$ cat src/rtl/div_sequencer.sv
// Sequencer between the EXE stage and the shared iterative divider: launches one
// divide at a time, stalls EXE until the result returns, and keeps a 1-entry result cache.
module div_sequencer #(
    parameter int unsigned TIMEOUT = 40
) (
    input  logic        clk,
    input  logic        reset_n,
    input  logic        req_valid_i,
    input  logic [31:0] req_op1_i,
    input  logic [31:0] req_op2_i,
    input  logic [1:0]  req_cmd_i,
    input  logic        flush_i,
    output logic        stall_o,
    output logic        rsp_valid_o,
    output logic [31:0] rsp_data_o,
    output logic        err_o,
    output logic        div_start_o,
    output logic [31:0] div_op1_o,
    output logic [31:0] div_op2_o,
    output logic [1:0]  div_cmd_o,
    input  logic        div_done_i,
    input  logic [31:0] div_res_i
);

    localparam int unsigned CW = $clog2(TIMEOUT + 1);
    localparam logic [CW-1:0] CNT_MAX = CW'(TIMEOUT);

    typedef enum logic [2:0] {
        IDLE,
        LAUNCH,
        WAIT,
        RESP,
        DRAIN
    } state_t;

    state_t        state_q, state_d;
    logic [CW-1:0] cnt_q, cnt_d;
    logic [31:0]   op1_q, op1_d;
    logic [31:0]   op2_q, op2_d;
    logic [1:0]    cmd_q, cmd_d;
    logic [31:0]   rsp_data_q, rsp_data_d;
    logic          err_q, err_d;
    logic          cache_vld_q, cache_vld_d;
    logic [31:0]   cache_op1_q, cache_op1_d;
    logic [31:0]   cache_op2_q, cache_op2_d;
    logic [1:0]    cache_cmd_q, cache_cmd_d;
    logic [31:0]   cache_data_q, cache_data_d;

    logic          cache_hit;
    logic [CW-1:0] cnt_inc;
    logic          timeout;

    assign cache_hit = cache_vld_q &&
                       ({cache_op1_q, cache_op2_q, cache_cmd_q} == {req_op1_i, req_op2_i, req_cmd_i});
    assign cnt_inc   = (cnt_q == CNT_MAX) ? cnt_q : cnt_q + 1'b1;
    assign timeout   = (cnt_inc == CNT_MAX);

    always_comb begin
        state_d      = state_q;
        cnt_d        = cnt_q;
        op1_d        = op1_q;
        op2_d        = op2_q;
        cmd_d        = cmd_q;
        rsp_data_d   = rsp_data_q;
        err_d        = err_q;
        cache_vld_d  = cache_vld_q;
        cache_op1_d  = cache_op1_q;
        cache_op2_d  = cache_op2_q;
        cache_cmd_d  = cache_cmd_q;
        cache_data_d = cache_data_q;
        stall_o      = 1'b0;
        rsp_valid_o  = 1'b0;
        div_start_o  = 1'b0;

        unique case (state_q)
            IDLE: begin
                if (req_valid_i && !flush_i) begin
                    stall_o = 1'b1;
                    op1_d   = req_op1_i;
                    op2_d   = req_op2_i;
                    cmd_d   = req_cmd_i;
                    if (cache_hit) begin
                        rsp_data_d = cache_data_q;
                        state_d    = RESP;
                    end else begin
                        state_d = LAUNCH;
                    end
                end
            end
            LAUNCH: begin
                // Start is issued even on flush: the divider has already taken the operands.
                div_start_o = 1'b1;
                stall_o     = !flush_i;
                cnt_d       = '0;
                state_d     = flush_i ? DRAIN : WAIT;
            end
            WAIT: begin
                stall_o = !flush_i;
                cnt_d   = cnt_inc;
                if (flush_i) begin
                    state_d = div_done_i ? IDLE : DRAIN;
                end else if (div_done_i) begin
                    rsp_data_d   = div_res_i;
                    cache_vld_d  = 1'b1;
                    cache_op1_d  = op1_q;
                    cache_op2_d  = op2_q;
                    cache_cmd_d  = cmd_q;
                    cache_data_d = div_res_i;
                    state_d      = RESP;
                end else if (timeout) begin
                    err_d       = 1'b1;
                    cache_vld_d = 1'b0;
                    rsp_data_d  = '0;
                    state_d     = RESP;
                end
            end
            RESP: begin
                rsp_valid_o = !flush_i;
                state_d     = IDLE;
            end
            DRAIN: begin
                // A killed divide is still running; hold off any new op until it lands.
                stall_o = req_valid_i;
                cnt_d   = cnt_inc;
                if (div_done_i) begin
                    state_d = IDLE;
                end else if (timeout) begin
                    err_d   = 1'b1;
                    state_d = IDLE;
                end
            end
            default: state_d = IDLE;
        endcase
    end

    always_ff @(posedge clk or negedge reset_n) begin
        if (!reset_n) begin
            state_q      <= IDLE;
            cnt_q        <= '0;
            op1_q        <= '0;
            op2_q        <= '0;
            cmd_q        <= '0;
            rsp_data_q   <= '0;
            err_q        <= 1'b0;
            cache_vld_q  <= 1'b0;
            cache_op1_q  <= '0;
            cache_op2_q  <= '0;
            cache_cmd_q  <= '0;
            cache_data_q <= '0;
        end else begin
            state_q      <= state_d;
            cnt_q        <= cnt_d;
            op1_q        <= op1_d;
            op2_q        <= op2_d;
            cmd_q        <= cmd_d;
            rsp_data_q   <= rsp_data_d;
            err_q        <= err_d;
            cache_vld_q  <= cache_vld_d;
            cache_op1_q  <= cache_op1_d;
            cache_op2_q  <= cache_op2_d;
            cache_cmd_q  <= cache_cmd_d;
            cache_data_q <= cache_data_d;
        end
    end

    assign rsp_data_o = rsp_data_q;
    assign err_o      = err_q;
    assign div_op1_o  = op1_q;
    assign div_op2_o  = op2_q;
    assign div_cmd_o  = cmd_q;

endmodule

$ cat config.mk
export PLATFORM = sky130hd
export DESIGN_NAME = div_sequencer
export DESIGN_NICKNAME = d
export VERILOG_FILES = /design/src/rtl/div_sequencer.sv
export SDC_FILE = /design/constraint.sdc
export NUM_CORES = 1
export LEC_CHECK = 0
export BUFFER_PORTS_ARGS = -buffer_cell sky130_fd_sc_hd__buf_2
export CAP_MARGIN = 20
export CORE_ASPECT_RATIO = 1.4
export CORE_UTILIZATION = 55
export DETAILED_ROUTE_END_ITERATION = 16
export HOLD_SLACK_MARGIN = 0.05
export PLACE_DENSITY = 0.82
export SLEW_MARGIN = 10
export SYNTH_ARGS = -nofsm -noshare
export SYNTH_HDL_FRONTEND = slang
export SYNTH_SLANG_ARGS = --single-unit
$ cat constraint.sdc
create_clock -name clk -period 2.8 [get_ports clk]
set_clock_uncertainty 0.05 [all_clocks]
set_input_delay 0.14 -clock clk [delete_from_list [all_inputs] [get_ports clk]]
set_output_delay 0.14 -clock clk [all_outputs]
set_load 0.03 [all_outputs]
==> results list <==
* Clock Tree Root: clkbuf_16
- VDD sags by at most approximately 0.0008 V.
- The number of gates resized after CTS was 0.
- The number of nets handed over by synthesis was 999.
- Among all flip-flop cells after synthesis, the most frequent one is dfrtp_1.
- The critical path runs through a total of 7 cells.
* Cell type contributing the most total cell area after synthesis: dfrtp_1
- The critical path ends at rsp_data_o[14].
- The finished layout holds about 1.4k standard cells, fillers aside.
- Placer Congestion: 0.864
* Critical Path Slowest Stage Cell: nor4_2
- Port Buffer Count: 204
- Ranked by instance count, the synthesized netlist is headed by dfrtp_1 (207), mux2_2 (160), clkbuf_1 (52), a21oi_1 (48).
- The final count of hold timing violations was 0.
* Setup slack on the worst flop-to-flop path: around 270 ps
* Number of flops mapped to enable cells by yosys: 0
* Total Neg Setup Slack: 0 ps
* Setup slack at placement: 344 ps
* Wire length of the first global-routing pass: 46100 um
- In this run the critical register-to-register path is captured at rsp_data_o[14].
- In this run the most used layer during global routing was met2.
* Share of layout cells above drive strength 1: roughly two fifths
- At the worst endpoint, the required time is 3120 ps.
- Biggest cell delay along the critical path: around 530 ps
- Setup violations remaining at the end of the flow were counted as 0.
- Worst-case hold slack: 213 ps
- Headroom to the max-slew limit came out at 40.2%.
- Biggest area contributors in the synthesized netlist: dfrtp_1 (52%), mux2_2 (18%), xnor2_1 (3.7%), a21oi_2 (2.6%), nand4_1 (2.6%)
- Unrepaired setup endpoints after global routing: false
- The worst setup path is of the reg -> reg kind.
- The via count of the first global-routing pass is roughly 8.6k.
- Largest net degree at the start of global routing: 95
* Type of destination of the critical path: flip-flop
* Initial antenna violation count: 0
- Synthesis inferred 207 register bits.
* Gate family responsible for the most delay along the worst path: simple AND/OR/NAND/NOR gates
- In this run the biggest area consumer among cell types represents between 50% and 60% of the synthesized area.
- Starting Density: between 50% and 60%
- Library cells used by synthesis: 47
* Routed via count: 8462
- At the worst endpoint, the arrival time is 2850 ps.
- The first TritonRoute pass finished after 7 iterations.
* Number of diodes: 0
- Power per cell area: between 900 and 1000 nW/um2
* Number of primary I/O pins: a little over 200
* CTS Sinks: between 200 and 250
- Post-DP HPWL: 16900 um
* Number of remaining DRC errors: 0
- Met3 Track Usage GR: 6.23%
* Most common cell in the synthesized netlist: dfrtp_1
- Signed area change from the synthesized netlist to the final layout: 30.8%
* Vias per cell: around 6
- For this run, the number of Yosys warnings is 0.
- Register area share after synthesis: a little over 50%
* Area of the die: roughly 19000 um2
- The floorplan has between 50 and 60 rows.
- For met2 alone, demand over resource in global routing was between 50% and 60%.
- The worst path uses 90.5% of the clock period.
* Area of the core: ~18000 um2
* Number of placed instances with taps included: 1294
* Cells on worst reg2reg path: 7
- The flow ran to the end, and the final reports show no timing, DRC or antenna violations.
* Post-Synthesis Cell Area: slightly above 10000 um2
- Minimum clock period: between 2000 and 3000 ps
* Worst min path class: in -> async
- Layout filler cell count: 1148
- Clock latency on the worst-skew pair, taken at its later pin, is between 500 and 600 ps.
- For this run, the top clock speed supported by timing is just under 0.4 GHz.
- Counting both buffers and inverters, the worst setup path holds a total of 1.
- The floorplan step set the die height to 162 um.
- For this design the static power due to leakage is 0.00598 uW.
* Number of nets still failing antenna checks after routing: 0
- The average instance in the mapped netlist occupies 11.2 um2.
- Drt first-iter violations: just under 900
* CP max FO: 32
- The tool flagged a number of max-cap violations equal to 0.
- Routed wire per std cell: 20.3 um
- Source of the critical timing path: cache_op2_q[22]
* Cell mode on critical path: nand4_1
- Global routing consumed, over all layers together, approximately a third of the routing resources.
* Met1 track demand over resource in global routing: about two fifths
- Global routing finished with a remaining overflow of 0.
- Cts bufs inserted: 21
- Reg-to-Reg Start: cache_op2_q[22]
- Element type at the critical path start: flip-flop
* Synthesized netlist cell count: between 800 and 900
- Counting flops with an async set or reset pin after synthesis yields a share of 100%.
- Once routing completed, OpenROAD measured the worst setup slack at 267 ps.
- Detailed Route WL: around 29000 um
- After clock tree synthesis, the clock-pin slew on the worst setup and hold paths is 70 ps.
* Number of buffers between clock root and the deepest sink: 3
- Traced cell by cell, the critical path runs through xnor2_1 > nand4_1 > nor4_2 > buf_4 > nand4_1 > o21ai_0 > a21oi_2.
* Final nets: between 1k and 1.5k
- At the pin with the least slew margin, the transition time is 897 ps.
- Clock tree from TritonCTS: yes
* Die span in x: between 100 and 150 um
* Final Slew Violations: 0
- Number of H-tree branching levels: 1
==> sequential cells by signal (all words and copies together) (netlist names) <==
name          flops
state_q           3
div_op2_o        32
cnt_q             6
err_o             1
cache_op2_q      32
rsp_data_o       32
cache_vld_q       1
div_cmd_o         2
cache_cmd_q       2
cache_op1_q      32
div_op1_o        32
cache_data_q     32
==> layout make-up <==
class | instances | area [um2] | share of cell area [%]
clock buffers | 28 | 602 | 4.58
clock inverters | 10 | 159 | 1.21
inverters | 18 | 67.6 | 0.514
multi-input cells | 602 | 4570 | 34.7
flip-flops and latches | 207 | 5180 | 39.4
well taps | 240 | 300 | 2.28
repair buffers | 329 | 2270 | 17.3
==> worst min-delay path by stage <==
stage                     slack (ps)               to     from
after floorplan                 -210   cache_cmd_q[0]  reset_n
after global placement           220    div_op1_o[15]  reset_n
after detailed placement         220  cache_op1_q[15]  reset_n
after CTS                        250    div_op1_o[29]  reset_n
after global routing             280  cache_op1_q[18]  reset_n
final                            210  cache_op1_q[18]  reset_n
==> placed cells by master, fill, tap and decap left out, types with 3 or more instances in the layout <==
master / n
dlygate4sd3_1: 102
o22ai_1: 3
clkinv_2: 3
a311oi_1: 3
nand4_1: 42
nor2_1: 44
nand2_1: 12
nor2b_1: 22
xnor2_1: 42
a2111o_1: 6
a21oi_2: 30
nand2b_1: 15
o211ai_1: 4
dfrtp_1: 207
buf_2: 203
a21oi_1: 48
clkbuf_8: 6
buf_12: 4
buf_4: 19
clkbuf_16: 21
o2111ai_1: 4
nor3_1: 38
o21ai_0: 45
nand3_1: 41
inv_1: 15
nor4_2: 5
a31oi_1: 4
xor2_1: 4
mux2_2: 160
bufinv_16: 4
and3_1: 5
==> where the power goes <==
part	internal (uW)	total [uW]	switching, uW
clock	1880	3080	1200
combinational	1870	4490	2620
sequential	4100	4980	880
total	7850	12600	4700
==> through the flow <==
| stage | util [%] | power [uW] | area (um2) |
|---|---|---|---|
| 6_report | 73.4 | 12600 | 13100 |
| 5_1_grt | 73.4 | 13100 | 13100 |
| 4_1_cts | 73.4 | 12400 | 13100 |
| 3_5_place_dp | 63.4 | 9200 | 11400 |
| 3_3_place_gp | 63.4 | 8980 | 11400 |
| 2_1_floorplan | - | 7800 | 10100 |
==> cells by family after synthesis <==
kind of cell	Yosys count	synth area share, %
simple gates	238	12.7
flops	207	51.5
mux	161	18.0
compound gates	155	9.98
buf+inv	85	3.50
xor+xnor	46	4.01
fa+ha+maj	2	0.249
==> routing by layer <==
layer	routed length [um]	part of all wire [%]	up-vias
met1	10700	37	4151
met5	0	0	-
met3	2230	7.7	84
li1	-	-	3776
met4	1180	4.1	0
met2	14900	51	451
==> repair_timing <==
| action | 4_1_cts | 5_1_grt |
|---|---|---|
| setup endpoints to repair | 0 | 0 |
| hold buffers | 102 | 0 |
| hold endpoints to repair | 208 | 0 |
| buffers inserted | 0 | 0 |
No activity file was read; power rests on OpenSTA's default activity.
